--- config.mk ---
export PLATFORM = sky130hd
export DESIGN_NAME = digit_serial_multiplier
export DESIGN_NICKNAME = d
export VERILOG_FILES = /design/src/rtl/digit_serial_multiplier.sv
export SDC_FILE = /design/constraint.sdc
export NUM_CORES = 1
export LEC_CHECK = 0
export ABC_CLOCK_PERIOD_IN_PS = 15400
export BUFFER_PORTS_ARGS = -buffer_cell sky130_fd_sc_hd__buf_2
export CORE_ASPECT_RATIO = 0.5
export CORE_UTILIZATION = 66
export DETAILED_ROUTE_END_ITERATION = 7
export PLACE_DENSITY = 0.87
export SLEW_MARGIN = 15
export SYNTH_ARGS = -nofsm -noshare
export SYNTH_HDL_FRONTEND = slang
export SYNTH_SLANG_ARGS = --single-unit
--- constraint.sdc ---
create_clock -name i_clk -period 15.4 [get_ports i_clk]
set_clock_uncertainty 0.05 [all_clocks]
set_input_delay 2.31 -clock i_clk [delete_from_list [all_inputs] [get_ports i_clk]]
set_output_delay 2.31 -clock i_clk [all_outputs]
set_load 0.05 [all_outputs]
--- src/rtl/digit_serial_multiplier.sv ---
// Purpose : iterative WIDTH x WIDTH multiplier, one 4-bit digit of b per clock (optional MULT_SIGNED_EN).
// Latency : N+1 cycles from the accept edge to o_out_vld (N = WIDTH/4); initiation interval N+2.
// Backpr. : o_p/o_out_vld hold in DONE until i_out_rdy; o_in_rdy is high only in IDLE.
module digit_serial_multiplier #(
  parameter int WIDTH = 12
) (
  input  logic               i_clk,
  input  logic               i_rst_n,
  input  logic               i_in_vld,
  output logic               o_in_rdy,
  input  logic [WIDTH-1:0]   i_a,
  input  logic [WIDTH-1:0]   i_b,
  output logic               o_out_vld,
  input  logic               i_out_rdy,
  output logic [2*WIDTH-1:0] o_p
);

  localparam int N  = WIDTH / 4;
  localparam int SW = (N > 1) ? $clog2(N) : 1;

  generate
    if ((WIDTH % 4) != 0 || WIDTH < 4) begin : g_bad_width
      $error("digit_serial_multiplier: WIDTH must be a multiple of 4 and >= 4");
    end
  endgenerate

  typedef enum logic [1:0] {
    ST_IDLE = 2'd0,
    ST_BUSY = 2'd1,
    ST_DONE = 2'd2
  } state_t;

  state_t               r_state;
  state_t               w_state_nxt;
  logic [WIDTH-1:0]     r_a;
  logic [WIDTH-1:0]     r_b;
  logic [2*WIDTH-1:0]   r_acc;
  logic [SW-1:0]        r_step;
  logic [2*WIDTH-1:0]   r_p;
`ifdef MULT_SIGNED_EN
  logic                 r_sign;
`endif

  logic                 w_accept;
  logic                 w_last;
  logic [3:0]           w_digit;
  logic [WIDTH+3:0]     w_partial;
  logic [2*WIDTH-1:0]   w_shifted;
  logic [2*WIDTH-1:0]   w_sum;
  logic [2*WIDTH-1:0]   w_final;
  logic [WIDTH-1:0]     w_a_mag;
  logic [WIDTH-1:0]     w_b_mag;

  assign w_accept  = (r_state == ST_IDLE) && i_in_vld;
  assign w_last    = (r_step == SW'(N - 1));
  assign o_in_rdy  = (r_state == ST_IDLE);
  assign o_out_vld = (r_state == ST_DONE);
  assign o_p       = r_p;

  // Current multiplier digit, least significant first.
  assign w_digit = 4'(r_b >> {r_step, 2'b00});

  // Partial product a x digit built from 4x4 sub-products, one per nibble of a.
  always_comb begin
    w_partial = '0;
    for (int k = 0; k < N; k++) begin
      w_partial = w_partial +
        ((WIDTH+4)'({4'b0000, r_a[4*k +: 4]} * {4'b0000, w_digit}) << (4*k));
    end
  end

  assign w_shifted = {{(WIDTH-4){1'b0}}, w_partial} << {r_step, 2'b00};
  assign w_sum     = r_acc + w_shifted;

`ifdef MULT_SIGNED_EN
  // Sign-magnitude around the unsigned core; -2^(WIDTH-1) maps to 2^(WIDTH-1) as unsigned.
  assign w_a_mag = i_a[WIDTH-1] ? (~i_a + 1'b1) : i_a;
  assign w_b_mag = i_b[WIDTH-1] ? (~i_b + 1'b1) : i_b;
  assign w_final = r_sign ? (~w_sum + 1'b1) : w_sum;
`else
  assign w_a_mag = i_a;
  assign w_b_mag = i_b;
  assign w_final = w_sum;
`endif

  // State register.
  always_ff @(posedge i_clk) begin
    if (!i_rst_n) r_state <= ST_IDLE;
    else          r_state <= w_state_nxt;
  end

  // Next-state decode: accept in IDLE, N digit steps in BUSY, hold in DONE until drained.
  always_comb begin
    w_state_nxt = r_state;
    case (r_state)
      ST_IDLE: if (i_in_vld)  w_state_nxt = ST_BUSY;
      ST_BUSY: if (w_last)    w_state_nxt = ST_DONE;
      ST_DONE: if (i_out_rdy) w_state_nxt = ST_IDLE;
      default:                w_state_nxt = ST_IDLE;
    endcase
  end

  // Datapath: latch operands on accept, accumulate one digit per BUSY cycle, load p on the last step.
  always_ff @(posedge i_clk) begin
    if (!i_rst_n) begin
      r_a    <= '0;
      r_b    <= '0;
      r_acc  <= '0;
      r_step <= '0;
      r_p    <= '0;
`ifdef MULT_SIGNED_EN
      r_sign <= 1'b0;
`endif
    end else if (w_accept) begin
      r_a    <= w_a_mag;
      r_b    <= w_b_mag;
      r_acc  <= '0;
      r_step <= '0;
`ifdef MULT_SIGNED_EN
      r_sign <= i_a[WIDTH-1] ^ i_b[WIDTH-1];
`endif
    end else if (r_state == ST_BUSY) begin
      r_acc <= w_sum;
      if (w_last) begin
        r_step <= '0;
        r_p    <= w_final;
      end else begin
        r_step <= r_step + 1'b1;
      end
    end
  end

endmodule

### Word level (Yosys, flattened, before mapping)

Cells that the tools add are included.

* muxes and demuxes: 5
* magnitude comparators: 0
* reductions and logical operators: 5
* shifts and indexed selects: 2
* multipliers: 3
* bitwise gates (word level): 2
* add/sub/neg operators: 4
* eq/ne operators: 6
* divide/modulo/power cells: 0

Operator list (number)
* $add 24x24->24: 1
* $mul 4x4->8: 3
* $shl 16x4->24: 1
* $add 13x16->16: 1
* $add 8x12->13: 1
* $shr 12x4->4: 1
* $mux 2: 4
* $pmux 2 s3: 1
* $reduce_and 3->1: 2
* $eq 2x2->1 const B: 2
* $ne 2x2->1 const B: 2
* $add 2x1->2 const B: 1
* $eq 2x1->1 const B: 1
* $logic_not 2->1: 1
* $ne 2x1->1 const B: 1
* $not 1->1: 2
* $reduce_or 2->1: 1
* $logic_and 1x1->1: 1

* register bits after elaboration: 76
* input port bits: 28
* bits in latches: 0
* RAM bits: 0
* memory bits (read-only): 0
* memories: 0

### Logic depth before layout (Yosys ltp)

* word-level depth: 6
* depth in mapped cells: 35
* mapped depth without buffers: 33

### Worst setup path before layout

OpenSTA, ideal clock, no wires.

* path type: register to register
* start point: register r_step[1]
* end point: register r_acc[22]
* clock period less this slack: 7.126 ns
* buffers on the path: 2
* stages on the path, launching flop included: 36
* library setup time: 0.122 ns
* arrival time: 6.954 ns
* required time: 15.228 ns
* slack: 8.274 ns
* path through: dfxtp_1 > inv_1 > nor2_1 > nand2_1 > o21ai_0 > clkbuf_1 > nand2_1 > fa_1 > inv_1 > fa_1 > inv_1 > fa_1 > inv_1 > a21o_1 > a21oi_1 > xnor2_1 > ha_1 > ha_1 > ha_1 > a21oi_1 > a311oi_2 > o2111ai_2 > nand2_1 > xor2_1 > o211ai_1 > o21ai_0 > ha_1 > clkbuf_1 > a21oi_1 > o21bai_1 > a21oi_1 > nor2_1 > a21oi_1 > a31oi_1 > nor4b_1 > a311o_1

* word-level cells in the longest chain between the ends: 6
* elaborated cells on any way between the ends: 8
* those cells by class: add/sub: 3; mul: 3; shift: 2

RTL lines
* start, declared: RTL line 38 `logic [SW-1:0] r_step;`
* start signal, assigned: RTL line 128 `r_step <= r_step + 1'b1;`
* $shr 12x4->4: RTL line 61 `assign w_digit = 4'(r_b >> {r_step, 2'b00});`
* $mul 4x4->8: RTL line 68 `((WIDTH+4)'({4'b0000, r_a[4*k +: 4]} * {4'b0000, w_digit}) << (4*k));`
* $add 8x12->13: RTL line 67 `w_partial = w_partial +`
* $add 13x16->16: RTL line 67
* $shl 16x4->24 *: RTL line 72 `assign w_shifted = {{(WIDTH-4){1'b0}}, w_partial} << {r_step, 2'b00};`
* $add 24x24->24 *: RTL line 73 `assign w_sum = r_acc + w_shifted;`
* end signal, assigned: RTL line 123 `r_acc <= w_sum;`
* end, declared: RTL line 37 `logic [2*WIDTH-1:0] r_acc;`

Every way passes the cells marked *; elsewhere a longest branch is shown, timed or not.
A chain may end at the register's enable or synchronous reset.

### Worst setup path after layout

* start point: register r_step[1]
* end point: register r_acc[21]

The elaborated chain is that of the path after synthesis.

==> run summary <==
The die width is 141 µm, and the number of instances resized during post-cts repair is 0. TritonCTS built the clock tree. The core box area came out at 9070 µm². The tools report the CTS root buffer as sky130_fd_sc_hd__clkbuf_16.

For the total wire length after detailed routing, the log shows 15400 µm. Summing the areas of all xor and xnor instances in the mapped netlist gives 4.51% of the synthesized area. The number of antenna violations at the first check in global routing was 0; the number of setup violations in the final report was 0. The synthesized netlist contains 67 unique library cells.

Critical register-to-register path startpoint: r_step[1]$_SDFFE_PP0P_. At the end of the flow, the number of nets in the layout was 959. The clock latency of the later-clocked register in the worst-skew pair came out at 0.34 ns.

Path category of the worst min-delay check: flip-flop to flip-flop. The cell occurring most often along the worst timing path was sky130_fd_sc_hd__ha_1. Synthesis inferred 76 register bits. The worst hold path terminates at o_p[3]$_SDFFE_PN0P_.

The library cell used most frequently in the layout, excluding fill and tap cells, is sky130_fd_sc_hd__nand2_1. The period utilization came out at 56.8%. The area growth from synthesis to layout was 9.28%; the number of nets with antenna violations after detailed routing was 0.

The synthesized netlist devotes 19.7% of its cell area to adder and majority cells. sky130_fd_sc_hd__dfxtp_1 takes more of the synthesized area than any other cell. The slowest stage of the critical path belongs to the cell sky130_fd_sc_hd__dfxtp_1. The average detailed-routed wire length per instance is 15.8 µm, and the post-synthesis cell count is 804. The post-synth net total is 923, and the max-capacitance violation count is 0.

For the number of top-level pins, the log shows 54. The maximum cell stage delay along the critical path came out at 0.74 ns. The floorplan has 24 rows. Synthesized area per cell: 7.96 µm².

For the pin with the worst max-slew slack, the measured transition is 0.886 ns. The floorplan die area was 10100 µm². The number of antenna diodes in the final layout is 0. Once the floorplan was initialized, standard cells occupied 70.6% of the core. The worst setup path is launched from a flip-flop.

In the layout the commonest cells are 162 x sky130_fd_sc_hd__nand2_1, 76 x sky130_fd_sc_hd__dfxtp_1, 75 x sky130_fd_sc_hd__ha_1, 53 x sky130_fd_sc_hd__buf_2, 47 x sky130_fd_sc_hd__a21oi_1. By area, the combinational part of the netlist is dominated by simple AND/OR/NAND/NOR gates. The endpoint identified for the worst register-to-register timing path is r_acc[21]$_SDFFE_PP0P_.

VDD sags by at most 0.0000503 V. Setup repair after global routing left no endpoint under its margin. The classification of the worst setup path is flip-flop to flip-flop. The most used flip-flop cell after synthesis is sky130_fd_sc_hd__dfxtp_1. The share of the Yosys chip area taken by registers is 23.8%. The portion of synthesized cell area occupied by the leading cell type was 23.8%; the via count of the first global-routing pass was 5390. For the worst flop-to-flop path, the logic depth is 33.

The worst path in the final design needs a cycle of 8.75 ns, including I/O delays and setup. In this run the tool buffered the top-level ports with 53 buffer cells. The maximum fanout along the worst path was 21. The simple logic cell fraction of the synthesized area works out to 23.4%. Detailed placement ended at an HPWL of 11500 µm. The number of slew-limit violations in the final report came out at 0.

The logs give 6.65 ns for the internal reg-to-reg setup slack and 3 for the maximum level of the CTS H-tree. The number of buffers created by CTS came out at 9. The power density of the placed cells works out to 68.2 nW/µm². The run gives 0 as the total count of hold-check failures in the final report. Using the TritonRoute via totals, the vias-per-cell ratio works out to 5.99. Data on the critical path is required at its endpoint by 15.60 ns.

The tools report the post-route DRC violation count as 0. The run gives 0 ns as the sum of negative setup slack. Worst hold path stage count: 2.

The worst hold path begins at o_p[3]$_SDFFE_PN0P_. The worst setup path is captured at a flip-flop. Data on the critical path arrives at its endpoint at 8.96 ns. The routed layout has 5841 vias. After synthesis, the cell types taking the most area are sky130_fd_sc_hd__dfxtp_1 24%, sky130_fd_sc_hd__ha_1 15%, sky130_fd_sc_hd__nand2_1 9.5%. The synthesized netlist devotes 21.1% of its cell area to compound gates. The cell area that synthesis handed to floorplanning was 6400 µm². Clock tree synthesis found a total of 76 sinks. In this run the tightest slew margin relative to its limit is 40.8%. The flow ran to the end, and the final reports show no timing, DRC or antenna violations. The logs give 58 for the pin count of the biggest net entering global routing and 0 for the number of setup buffers added after CTS. The vertical die dimension came out at 71.7 µm. The first detailed-routing pass took 7 iterations. The share of synthesized flip-flops with an asynchronous set or reset came out at 0%. Global routing finished with a remaining overflow of 0.

OpenSTA, run right after detailed placement, puts the worst setup slack at 6.85 ns. Of the cells placed in the final design, the portion with a size suffix greater than 1 is 11.5%. For this block, the initial DRC count from the detailed router was 432. The run gives 0.894 as the final RePlAce weighted congestion.

In this run, post-CTS hold repair placed 0 buffers. The multiplexer share of the synthesized area was 2.23%. After clock tree synthesis, the clock-pin slew on the worst setup and hold paths is 0.06 ns. The number of warnings printed during yosys synthesis is 0.

The maximum clock frequency is 114 MHz, and the global-route wire length before repair is 25300 µm. The synthesized design contains 0 enable-type register cells. In this run the deepest clock path goes through 2 buffers. After layout, the worst setup slack is 6.65 ns. The global-route total usage across every layer is 31.6%, and the static leakage is 3.23 nW.
[cell families (layout without fill, tap and decap cells)]
logic type	count (synthesis)	in the layout
AND/OR/NAND/NOR	318	318
adder cells (fa/ha/maj)	91	91
buffers and inverters	80	121
AO/OA/AOI/OAI	192	192
flip-flops	76	76
multiplexers	14	14
XOR/XNOR	33	33
[per-layer routing]
metal / vias to the layer above / share of wire (%) / GRT usage, % / wire length (µm)
met1: 2771 / 46 / 42.0 / 7140
met3: 27 / 5.9 / 5.55 / 901
met5: - / 0 / 0 / 0
met2: 193 / 46 / 53.1 / 7080
met4: 0 / 1.7 / 9.42 / 261
li1: 2850 / - / - / -
[Yosys cell counts, types with 12 or more instances]
cell type and count:
sky130_fd_sc_hd__and2_1 36, sky130_fd_sc_hd__nand2_1 162, sky130_fd_sc_hd__o21a_1 12, sky130_fd_sc_hd__ha_1 75, sky130_fd_sc_hd__inv_1 44, sky130_fd_sc_hd__o21ai_0 26
sky130_fd_sc_hd__nand3_1 24, sky130_fd_sc_hd__dfxtp_1 76, sky130_fd_sc_hd__nor2_1 42, sky130_fd_sc_hd__fa_1 16, sky130_fd_sc_hd__mux2i_1 12, sky130_fd_sc_hd__a21boi_0 39
sky130_fd_sc_hd__xnor2_1 27, sky130_fd_sc_hd__clkbuf_1 27, sky130_fd_sc_hd__a21oi_1 47
[stage by stage]
stage	power [mW]	instance area (µm²)	hold WS, ns	utilization (%)	cells
2_1_floorplan	0.259	6400	0.386	-	804
3_3_place_gp	0.275	6720	0.397	74.1	959
3_5_place_dp	0.277	6720	0.405	74.1	959
4_1_cts	0.476	7000	0.413	77.2	975
5_1_grt	0.492	7000	0.428	77.2	975
6_report	0.477	7000	0.410	77.2	975
[flip-flops by register name, summed over array words and instances (netlist names)]
signal and cells:
o_p 24, r_acc 24, r_a 12, r_b 12, r_state 2, r_step 2
[worst max-delay path, delay by kind of cell (launching register included)]
kind | cells | cell delay [ns]
xor+xnor | 2 | 0.39
compound gates | 14 | 2.99
flops | 1 | 0.74
fa+ha+maj | 7 | 2.51
mux | 1 | 0.18
simple gates | 6 | 1.15
buf+inv | 3 | 0.66
[how the worst max path moves through the flow]
stage	startpoint	endpoint	slack [ns]	depth (start not counted)
2_1_floorplan	r_step[1]$_SDFFE_PP0P_	r_acc[22]$_SDFFE_PP0P_	8.27	35
3_3_place_gp	r_step[1]$_SDFFE_PP0P_	r_acc[21]$_SDFFE_PP0P_	7.16	33
3_5_place_dp	r_step[1]$_SDFFE_PP0P_	r_acc[22]$_SDFFE_PP0P_	6.85	33
4_1_cts	r_step[1]$_SDFFE_PP0P_	r_acc[21]$_SDFFE_PP0P_	6.81	33
5_1_grt	r_step[1]$_SDFFE_PP0P_	r_acc[22]$_SDFFE_PP0P_	6.05	34
6_report	r_step[1]$_SDFFE_PP0P_	r_acc[21]$_SDFFE_PP0P_	6.65	33
[layout make-up]
| type | instances | area (µm²) |
|---|---|---|
| clock buffers | 11 | 243 |
| clock inverters | 5 | 35.0 |
| fillers | 648 | 2070 |
| inverters | 44 | 165 |
| multi-input cells | 648 | 4550 |
| flip-flops and latches | 76 | 1520 |
| well taps | 130 | 163 |
| repair buffers | 61 | 325 |
[power breakdown]
group	internal [mW]	total, mW	leakage, nW	switching [mW]
registers	0.202	0.208	0.616	0.00615
clock network	0.114	0.203	0.136	0.0888
logic	0.0241	0.0663	2.48	0.0422
total	0.340	0.477	3.23	0.137
Note: power is estimated with default switching activity, not from simulation.
